===== config.mk =====
export PLATFORM = sky130hd
export DESIGN_NAME = booth_radix4_encoder_seq
export DESIGN_NICKNAME = d
export VERILOG_FILES = /design/src/rtl/booth_radix4_encoder_seq.sv
export SDC_FILE = /design/constraint.sdc
export NUM_CORES = 1
export LEC_CHECK = 0
export ABC_AREA = 1
export CORE_UTILIZATION = 40
export DETAILED_ROUTE_END_ITERATION = 10
export GPL_TIMING_DRIVEN = 0
export PLACE_DENSITY = 0.75
export SYNTH_ARGS = -nofsm -noshare
export SYNTH_HDL_FRONTEND = slang
export SYNTH_SLANG_ARGS = --single-unit

===== constraint.sdc =====
create_clock -name clk -period 2.15 [get_ports clk]
set_input_delay 0.43 -clock clk [delete_from_list [all_inputs] [get_ports clk]]
set_output_delay 0.43 -clock clk [all_outputs]
set_load 0.02 [all_outputs]

===== src/rtl/booth_radix4_encoder_seq.sv =====
`default_nettype none
// ============================================================================
// Module      : booth_radix4_encoder_seq
// Description : Sequential radix-4 Booth recoder for the FMAC multiplier path.
//               Accepts a signed two's-complement multiplier and emits one
//               3-bit action code per beat, least-significant group first,
//               for the downstream partial-product shifter
//               (0, +M, +2M, -M, -2M).
//
// Ports       :
//   clk         in   rising-edge clock
//   rst_n       in   synchronous active-low reset
//   in_valid    in   multiplier operand valid
//   in_ready    out  encoder can accept an operand (never depends on in_valid)
//   multiplier  in   [WIDTH-1:0] signed multiplier, sampled only on accept
//   act_valid   out  action/group_idx/last valid
//   act_ready   in   downstream accepts the current action
//   action      out  [2:0] Booth action code
//                    0:zero 1:+M 2:+2M 3:-M 4:-2M 7:zero (5 and 6 unused)
//   group_idx   out  [IDX_W-1:0] group index i, partial-product weight 4^i
//   last        out  high on the final group (i == GROUPS-1)
//
// Revision    : 1.0  initial release
// ============================================================================
module booth_radix4_encoder_seq #(
  parameter  int WIDTH  = 8,
  localparam int GROUPS = WIDTH / 2,
  localparam int IDX_W  = $clog2(GROUPS)
) (
  input  logic             clk,
  input  logic             rst_n,
  input  logic             in_valid,
  output logic             in_ready,
  input  logic [WIDTH-1:0] multiplier,
  output logic             act_valid,
  input  logic             act_ready,
  output logic [2:0]       action,
  output logic [IDX_W-1:0] group_idx,
  output logic             last
);

  // --------------------------------------------------------------------------
  // Elaboration-time parameter guard: odd or too-narrow widths would leave a
  // dangling half group and break the 4^i weighting.
  // --------------------------------------------------------------------------
  generate
    if ((WIDTH % 2) != 0 || WIDTH < 4) begin : g_width_check
      $error("booth_radix4_encoder_seq: WIDTH must be even and >= 4");
    end
  endgenerate

  // --------------------------------------------------------------------------
  // Constants
  // --------------------------------------------------------------------------
  localparam logic [0:0] c_IDLE = 1'b0;
  localparam logic [0:0] c_EMIT = 1'b1;

  localparam logic [IDX_W-1:0] c_LAST_IDX = IDX_W'(GROUPS - 1);
  localparam logic [IDX_W-1:0] c_IDX_ONE  = IDX_W'(1);

  localparam logic [2:0] c_ACT_ZERO  = 3'd0;
  localparam logic [2:0] c_ACT_PM    = 3'd1;
  localparam logic [2:0] c_ACT_P2M   = 3'd2;
  localparam logic [2:0] c_ACT_NM    = 3'd3;
  localparam logic [2:0] c_ACT_N2M   = 3'd4;
  localparam logic [2:0] c_ACT_ZERO7 = 3'd7;

  // --------------------------------------------------------------------------
  // Registers
  // --------------------------------------------------------------------------
  logic [0:0]       r_state;
  // Operand with an implicit m[-1]=0 appended below the LSB, so the current
  // Booth triplet is always the low three bits.
  logic [WIDTH:0]   r_opnd;
  logic [IDX_W-1:0] r_group_idx;

  // --------------------------------------------------------------------------
  // Combinational signals
  // --------------------------------------------------------------------------
  logic             w_emit;
  logic             w_last;
  logic             w_beat_done;
  logic [2:0]       w_triplet;
  logic [2:0]       w_action;
  logic [WIDTH:0]   w_load_opnd;
  logic [WIDTH:0]   w_shift_opnd;

  assign w_emit      = (r_state == c_EMIT);
  assign w_last      = w_emit && (r_group_idx == c_LAST_IDX);
  assign w_beat_done = w_emit && act_ready;
  assign w_triplet   = r_opnd[2:0];
  assign w_load_opnd = {multiplier, 1'b0};

  // Arithmetic shift by one group: replicate the sign so later triplets of a
  // negative operand still see ones above the original MSB.
  assign w_shift_opnd = {{2{r_opnd[WIDTH]}}, r_opnd[WIDTH:2]};

  // Booth recoding of {m[2i+1], m[2i], m[2i-1]}. All-ones keeps its own
  // code (7) so the shifter can distinguish it from a plain zero group.
  always_comb begin
    w_action = c_ACT_ZERO;
    case (w_triplet)
      3'b000:         w_action = c_ACT_ZERO;
      3'b001, 3'b010: w_action = c_ACT_PM;
      3'b011:         w_action = c_ACT_P2M;
      3'b100:         w_action = c_ACT_N2M;
      3'b101, 3'b110: w_action = c_ACT_NM;
      3'b111:         w_action = c_ACT_ZERO7;
      default:        w_action = c_ACT_ZERO;
    endcase
  end

  // --------------------------------------------------------------------------
  // State, operand and group-index update
  // --------------------------------------------------------------------------
  always_ff @(posedge clk) begin
    if (!rst_n) begin
      r_state     <= c_IDLE;
      r_opnd      <= '0;
      r_group_idx <= '0;
    end else begin
      case (r_state)
        c_IDLE: begin
          if (in_valid) begin
            r_opnd      <= w_load_opnd;
            r_group_idx <= '0;
            r_state     <= c_EMIT;
          end
        end
        c_EMIT: begin
          if (act_ready) begin
            if (!w_last) begin
              r_opnd      <= w_shift_opnd;
              r_group_idx <= r_group_idx + c_IDX_ONE;
            end else if (in_valid) begin
              // Zero-bubble reload: next operand's group 0 follows directly.
              r_opnd      <= w_load_opnd;
              r_group_idx <= '0;
            end else begin
              r_state     <= c_IDLE;
            end
          end
          // Without act_ready every register holds, keeping outputs stable.
        end
        default: begin
          r_state <= c_IDLE;
        end
      endcase
    end
  end

  // --------------------------------------------------------------------------
  // Outputs
  // --------------------------------------------------------------------------
  assign in_ready  = !w_emit || (w_last && w_beat_done);
  assign act_valid = w_emit;
  assign action    = w_emit ? w_action : c_ACT_ZERO;
  assign group_idx = r_group_idx;
  assign last      = w_last;

endmodule
`default_nettype wire


# After elaboration in Yosys (flattened, before gate mapping)
# Memories as Yosys holds them, arrays and structs flattened. A register that Yosys moved wholly into a read port is not among the register bits.
# Index checks and enable logic that the tools add are counted.
# op_classes
add_sub_neg,1
n_eq_ne,3
muxes,15
bitwise_logic,1
n_reduce_logical,6
# ops
operator,count
two-way mux 9 bit,3
case mux 9 bit (2 select lines),1
two-way mux 3 bit,3
two-way mux 2 bit,3
case mux 2 bit (2 select lines),1
logical AND 1 bit,3
two-way mux 1 bit,3
adder 2 x 1 -> 2 bit (second input constant),1
equality test 2 bit (second input constant),1
!= test 2 x 1 -> 1 bit (second input constant),1
!= test 2 bit (second input constant),1
case mux 1 bit (2 select lines),1
AND reduction 2 bit,1
logical NOT 1 bit,1
logical OR 1 bit,1
inverter 1 bit,1
# totals
reg_bits,12
rom_bits,24
out_inout_bits,8
wordCells,31
mem_count,1
# memory_table
name,depth,word_bits,read_ports,rd_clocked_by_memory_dff,wr,line,text
(name not given),8,3,1,1,0,102,case (w_triplet)

# Logic depth before layout (Yosys ltp)
# Gate-level depths: netlist of run 1.
# depth
ltp_word,7
mapped_depth,13
depth_no_buf,13

# Worst setup path before layout of run 1
# No wires, ideal clock.
# synth_timing
kind,reg-to-reg
start,register r_group_idx[0] (netlist: group_idx[0])
end,register w_action[0] (netlist name)
setup_ps,114
arrival_ps,1591
required_ps,2036
setup_slack_ps,445
stages_incl_launch_ff,11
n_path_buf,0
synth_period_minus_slack_ps,1705
cell_sequence,dfxtp_1 > ha_1 > inv_1 > nand3_4 > inv_2 > nand2_2 > a21oi_4 > inv_2 > ha_1 > nand2_1 > nand2_1
# synth_via
elab_chain_len,7
# synth_lines
element,line,text
start: declaration,75,logic [IDX_W-1:0] r_group_idx;
start signal: assignment,134,r_group_idx <= r_group_idx + c_IDX_ONE;
equality test 2 bit,89,assign w_last = w_emit && (r_group_idx == c_LAST_IDX);
logical AND 1 bit,89,
two-way mux 9 bit,132,if (!w_last) begin
two-way mux 9 bit,131,if (act_ready) begin
case mux 9 bit (2 select lines),122,case (r_state)
two-way mux 3 bit (no line) (2 in series),n/a,
# Every way passes these cells. The select of a mux whose other input is x is not followed.
# A chain may end at the register's enable or synchronous reset.

# Worst setup path in the final report of run 1
# layout_timing
start,register r_group_idx[0] (netlist: group_idx[0])
end,output port last
# layout_via
elab_chain_len,2
# layout_lines
element,line,text
equality test 2 bit,89,
logical AND 1 bit,89,
end: declaration,39,output logic last
# Every way passes these cells.

==> results of run 1 <==
==> metrics by stage <==
stage	worst slack, ps	hold WS (ps)	TNS (ps)
4_1_cts	128.0	492.4	0
5_1_grt	46.19	522.7	0
3_5_place_dp	-82.28	471.3	-82.28
2_1_floorplan	445.0	449.6	0
6_report	141.4	487.0	0
3_3_place_gp	-94.64	462.6	-94.64
==> critical path, stage by stage, from the launching register on <==
cell and delay, ps:
dfxtp_1 380, ha_1 210, nand2_1 60, inv_1 50
clkdlybuf4s50_1 590
==> state kept, by name (all words and copies together) (netlist names) <==
signal and cells:
group_idx 2, r_opnd 9, w_action 3, act_valid 1
==> kinds of logic after synthesis <==
logic type      after synthesis  synth area share
simple gates                 57            0.3769
flops                        15            0.3692
fa+ha+maj                     3           0.04616
compound gates               11           0.08462
buf+inv                      24            0.1231
==> placed cells by master (no fill, tap or decap) <==
cell type	n
nand2_1	19
nand3_4	1
clkbuf_4	3
nand3_1	6
dfxtp_1	15
nand4_1	2
nor2_1	17
or2_1	2
o21ai_0	3
nand2_4	4
buf_6	1
a21oi_1	4
clkbuf_1	1
o21ai_1	2
inv_2	5
nor2_4	1
nor3_2	2
nand2_2	2
inv_4	1
clkinv_2	1
nand3_2	1
ha_1	3
inv_1	16
dlygate4sd2_1	1
clkdlybuf4s50_1	18
o31ai_1	1
a21oi_4	1
==> worst min path at each step <==
stage | startpoint | end | slack (ps) | depth (start not counted)
2_1_floorplan | r_opnd[5] | r_opnd[5] | 450 | 2
3_3_place_gp | r_opnd[1] | r_opnd[1] | 460 | 2
3_5_place_dp | r_opnd[5] | r_opnd[5] | 470 | 2
4_1_cts | r_opnd[5] | r_opnd[5] | 490 | 2
5_1_grt | r_opnd[0] | r_opnd[0] | 520 | 2
6_report | r_opnd[5] | r_opnd[5] | 490 | 2
==> cells in the mapped netlist, drive strengths merged <==
cell type  count
o21ai          5
o31ai          1
dfxtp         15
a21oi          5
clkbuf         1
nand4          2
ha             3
nor2          18
buf            1
nand2         25
nand3          8
nor3           2
or2            2
inv           22
==> layout make-up <==
| cell class | count | share of cell area |
|---|---|---|
| Buffer | 2 | 0.01415 |
| Clock inverter | 1 | 0.004717 |
| Inverter | 22 | 0.08019 |
| Sequential cell | 15 | 0.2830 |
| Tap cell | 25 | 0.02948 |
| Timing Repair Buffer | 19 | 0.1781 |
| Multi-Input combinational cell | 71 | 0.3892 |
| Clock buffer | 3 | 0.02123 |
==> layer usage <==
layer / up-vias / share of wire / wire, um / track usage
met1: 310 / 0.46 / 724 / 0.1841
met4: 0 / 0.020 / 31 / 0.08571
met5: - / 0 / 0 / 0
li1: 386 / - / - / -
met3: 5 / 0.047 / 74 / 0.02308
met2: 21 / 0.47 / 737 / 0.3250
==> power groups by stage <==
stage	logic [mW]	clock network, mW	registers, mW
3_3_place_gp	0.148	0	0.316
4_1_cts	0.151	0.165	0.311
5_1_grt	0.168	0.176	0.312
3_5_place_dp	0.152	0	0.317
2_1_floorplan	0.0947	0	0.318
6_report	0.149	0.164	0.310
==> results.md, run 1 <==
- Status: complete, no violations
- Final setup viols: 0
- Comb power frac: 0.239
- Sequential power share: 0.497
- Tot Pwr: slightly above 600 uW
- Remaining Overflow, GRT: 0
- Area growth, synth to finish: 30.46%
- Max H-tree Level: 1
- Synth cell types: 23
- RR Endpoint: w_action[0]
- P_int: around 440 uW
- IO buf count: 19
- Initial DRC Count: 2
- VDD IR max: 0.4701 mV
- Clk buf depth: 2
- Cell Rows: 15
- Dpl cells: around 150
- CP Capture Point: last
- Multi-input logic area: 412.9 um^2
- Pwr Density: just under 600 mW/mm^2
- Final core occ: 0.5828
- Net Sw Frac: 0.3018
- Core area: between 0.0015 and 0.002 mm^2
- Routed wire per std cell: 9.918 um
- Worst reg2reg path depth: 10
- Skew-Pair Late Insertion Delay: 290 ps
- Worst R2R Setup Slack: roughly 360 ps
- DRT antenna net count: 0
- First-pass DRT Iterations: 4
- Cell Count, Final, Fillers Out: 158
- Critical Path Fanout Max: 4
- Area contributors post-synth: dfxtp_1, nand2_1, nor2_1
- Vias in the first global route: 688
- Setup crit end kind: output pin
- Mapped Avg Cell Area: 7.393 um^2
- Ports: 20
- HP Class: flop to flop
- Sequential Area: 300.3 um^2
- Area post-placement: between 0.001 and 0.0015 mm^2
- Critical Path RT: between 1500 and 2000 ps
- Die ar.: 0.002217 mm^2
- Root buffer cell: clkbuf_4
- Vias after detailed routing: roughly 720
- Fin Clk Skew: 3.053 ps
- Crit path launch type: flop
- Leading area contributor after synthesis: dfxtp_1
- Seq/Total Area, Yosys: 0.3692
- Worst R2R Start: group_idx[0]
- CTS sink cnt: 15
- Clock share of power: 0.264
- Layout cells sized above 1: 0.1729
- Die Height: 47.09 um
- Setup repair bufs after CTS: 0
- CP Class: flop to output pin
- Gate Count Post-Synth: 110
- Initial core utilization: 0.4467
- Slew HR: 0.7058
- Syn. warnings: 0
- Fin. max-slew vios: 0
- Fin nets: between 100 and 150
- Yosys top cell area share: 0.3692
- Ant. Diodes: 0
- Fillers: 190
- All-Layer GR Usage: 0.1717
- First-pass GRT wire length: between 2 and 3 mm
- RSZ-0062 raised after global routing: false
- TritonCTS Buffers: 3
- Fin area: roughly 0.0011 mm^2
- Die W: roughly 47 um
- Antenna violations before repair: 0
- Mapped Area: roughly 810 um^2
- Total nets after synthesis: 125
- Final HPWL from detailed placement: roughly 1.3 mm
- Post-CTS sizing: 1
- RePlAce Congestion: between 0.8 and 0.9
- Net Sw Power: ~190 uW
- CP Data Arrival Time: roughly 1600 ps
- Yosys reg bits: 15
- Via density per instance: roughly 4.6
- Clock slew at reported path FFs: 90 ps
- Measured slew at the worst slew-check pin: 441.3 ps
- CTS Hold Bufs: 0
- Peak Freq: ~500 MHz
- DRC: 0
- Final hold vios: 0
- CTS tree: built
- Number of max-cap violations: 0
- Largest net degree at the start of global routing: 11
- Worst Setup SP: group_idx[0]
- Routed WL: approximately 1.6 mm
- Ratio of final minimum period to clock period: 0.9342
- Leak: around 0.54 nW
- Minimum clock period: roughly 2000 ps
(Power assumes the default switching activity.)
==> run 2, diff against run 1 <==
==> constraint.sdc (replaced) <==
create_clock -name clk -period 2.4 [get_ports clk]
set_input_delay 0.48 -clock clk [delete_from_list [all_inputs] [get_ports clk]]
set_output_delay 0.48 -clock clk [all_outputs]
set_load 0.02 [all_outputs]
==> run 2 against run 1 <==
Net effect: hold slack did not move; sequential power is 10% lower; critical path depth did not move; non-clock buffer count unchanged; core utilization is 0.21 points higher; via count unchanged; sequential share of layout area shrank 0.10 points; largest cell class unchanged.
==> results.md, run 2 (synthesized netlist as in run 1, its figures left out) <==
- Status: complete, no violations
- Root buffer cell: clkbuf_4
- IO buf count: 19 (unchanged)
- Ports: 20 (unchanged)
- Fillers: 190 (unchanged)
- Initial DRC Count: 2 (unchanged)
- Sequential power share: 0.496 (about the same)
- TritonCTS Buffers: 3 (unchanged)
- Die Height: 47.09 um (unchanged)
- Sequential Area: 300.3 um^2 (unchanged)
- Peak Freq: 485.8 MHz
- Max H-tree Level: 1 (unchanged)
- Worst R2R Start: group_idx[0]
- Die ar.: 0.002217 mm^2 (unchanged)
- Crit path launch type: flop
- Final setup viols: 0 (unchanged)
- Remaining Overflow, GRT: 0 (unchanged)
- Pwr Density: 525.8 mW/mm^2 (-11%)
- Skew-Pair Late Insertion Delay: 290 ps (about the same)
- Die W: 47.09 um (unchanged)
- RSZ-0062 raised after global routing: false
- Tot Pwr: 559.8 uW (-10%)
- Final hold vios: 0 (unchanged)
- Largest Register: r_opnd
- P_int: 391.1 uW (-10%)
- First-pass DRT Iterations: 4 (unchanged)
- Worst R2R Setup Slack: 610 ps (+250 ps)
- Critical Path Fanout Max: 4 (unchanged)
- Clk buf depth: 2 (unchanged)
- Ratio of final minimum period to clock period: 0.8577
- CTS tree: built
- Sum of negative setup slack: 0 ps (unchanged)
- Setup WS pre-CTS: 67.72 ps (+150.0 ps)
- Via density per instance: 4.570 (unchanged)
- Number of flip-flops in the largest register: 9 (unchanged)
- Leak: 0.5432 nW (+1.4%)
- Area growth, synth to finish: 30.92%
- Largest net degree at the start of global routing: 11 (unchanged)
- Final core occ: 0.5849 (+0.002062)
- Net Sw Power: 168.7 uW (-10%)
- Layout cells sized above 1: 0.1729 (unchanged)
- Worst Setup SP: group_idx[0]
- Initial core utilization: 0.4467 (unchanged)
- Hold WS: 487.0 ps (unchanged)
- Net Sw Frac: 0.3013 (-0.0004496)
- HP Start: r_opnd[5]
- Vias after detailed routing: 722 (unchanged)
- Measured slew at the worst slew-check pin: 441.3 ps (unchanged)
- CP Class: flop to output pin
- Minimum clock period: a little over 2000 ps
- CTS sink cnt: 15 (unchanged)
- CP Data Arrival Time: 1580 ps (about the same)
- Core area: 0.001821 mm^2 (unchanged)
- Ant. Diodes: 0 (unchanged)
- Antenna violations before repair: 0 (unchanged)
- Clock slew at reported path FFs: 90 ps (about the same)
- RePlAce Congestion: 0.8013 (unchanged)
- Final WS setup: 341.5 ps (+200.0 ps)
- Final HPWL from detailed placement: 1.282 mm (unchanged)
- Fin nets: 149 (unchanged)
- DRC: 0 (unchanged)
- Routed WL: 1.569 mm (+0.13%)
- Number of max-cap violations: 0 (unchanged)
- HP Class: flop to flop
- First-pass GRT wire length: 2.649 mm (unchanged)
- Multi-input logic area: 412.9 um^2 (unchanged)
- Fin Clk Skew: 3.053 ps (unchanged)
- Cell Rows: 15 (unchanged)
- Commonest non-fill, non-tap cell in the layout: nand2_1
- All-Layer GR Usage: 0.1717 (unchanged)
- Clock share of power: 0.263 (about the same)
- Slew HR: 0.7058 (unchanged)
- Critical Path RT: 1920 ps (+200 ps)
- Comb power frac: 0.240 (about the same)
- Fin. max-slew vios: 0 (unchanged)
- DRT antenna net count: 0 (unchanged)
- Vias in the first global route: 688 (unchanged)
- Routed wire per std cell: 9.930 um (+0.13%)
- Setup crit end kind: output pin
- VDD IR max: 0.4211 mV (-10%)
- Most frequent cells in the layout: nand2_1, clkdlybuf4s50_1, nor2_1
==> run 2: cell types whose count changed in the layout (fill, tap and decap cells not counted) <==
cell and delta:
dlygate4sd2_1 -1, dlymetal6s2s_1 +1
==> run 2: path summary, 6_finish.rpt <==
path	cells past startpoint	endpoint
worst max-delay path	4	last
worst max register to register	10	w_action[0]
worst min register to register	2	r_opnd[5]
worst min-delay path	2	r_opnd[5]
==> run 2: critical path: stages (launching register included) <==
cell             delay (ps)
dfxtp_1                 380
ha_1                    210
nand2_1                  60
inv_1                    50
clkdlybuf4s50_1         590
==> run 2: area by class of cell <==
cell class | count | share of cell area
Buffer | 2 | 0.01410
Clock buffer | 3 | 0.02115
Clock inverter | 1 | 0.004700
Inverter | 22 | 0.07991
Multi-Input combinational cell | 71 | 0.3878
Sequential cell | 15 | 0.2820
Tap cell | 25 | 0.02938
Timing Repair Buffer | 19 | 0.1810
==> run 2: what timing repair did <==
action / in CTS / in global routing
setup buffers: 0 / 0
endpoints found under the setup margin: 0 / 1
resized for setup: 0 / 1
hold buffers: 0 / 0
==> run 2: power by group through the flow <==
stage | Sequential [mW] | Clock (mW) | Combinational, mW
after CTS | 0.278 | 0.148 | 0.137
after global placement | 0.283 | 0 | 0.133
after floorplan | 0.285 | 0 | 0.0848
after global routing | 0.280 | 0.158 | 0.151
final | 0.278 | 0.147 | 0.135
after detailed placement | 0.284 | 0 | 0.136
==> run 2: stage by stage <==
stage	cell area (um^2)	std cells
final	1065	158
after global placement	1035	154
after global routing	1065	158
after detailed placement	1035	154
after CTS	1062	158
after floorplan	813.3	110
==> run 2: routing by layer <==
| metal | up-vias | track usage | wire, um |
|---|---|---|---|
| met3 | 5 | 0.02308 | 76 |
| met1 | 310 | 0.1841 | 724 |
| met4 | 0 | 0.08571 | 31 |
| met2 | 21 | 0.3250 | 737 |
| li1 | 386 | - | - |
| met5 | - | 0 | 0 |
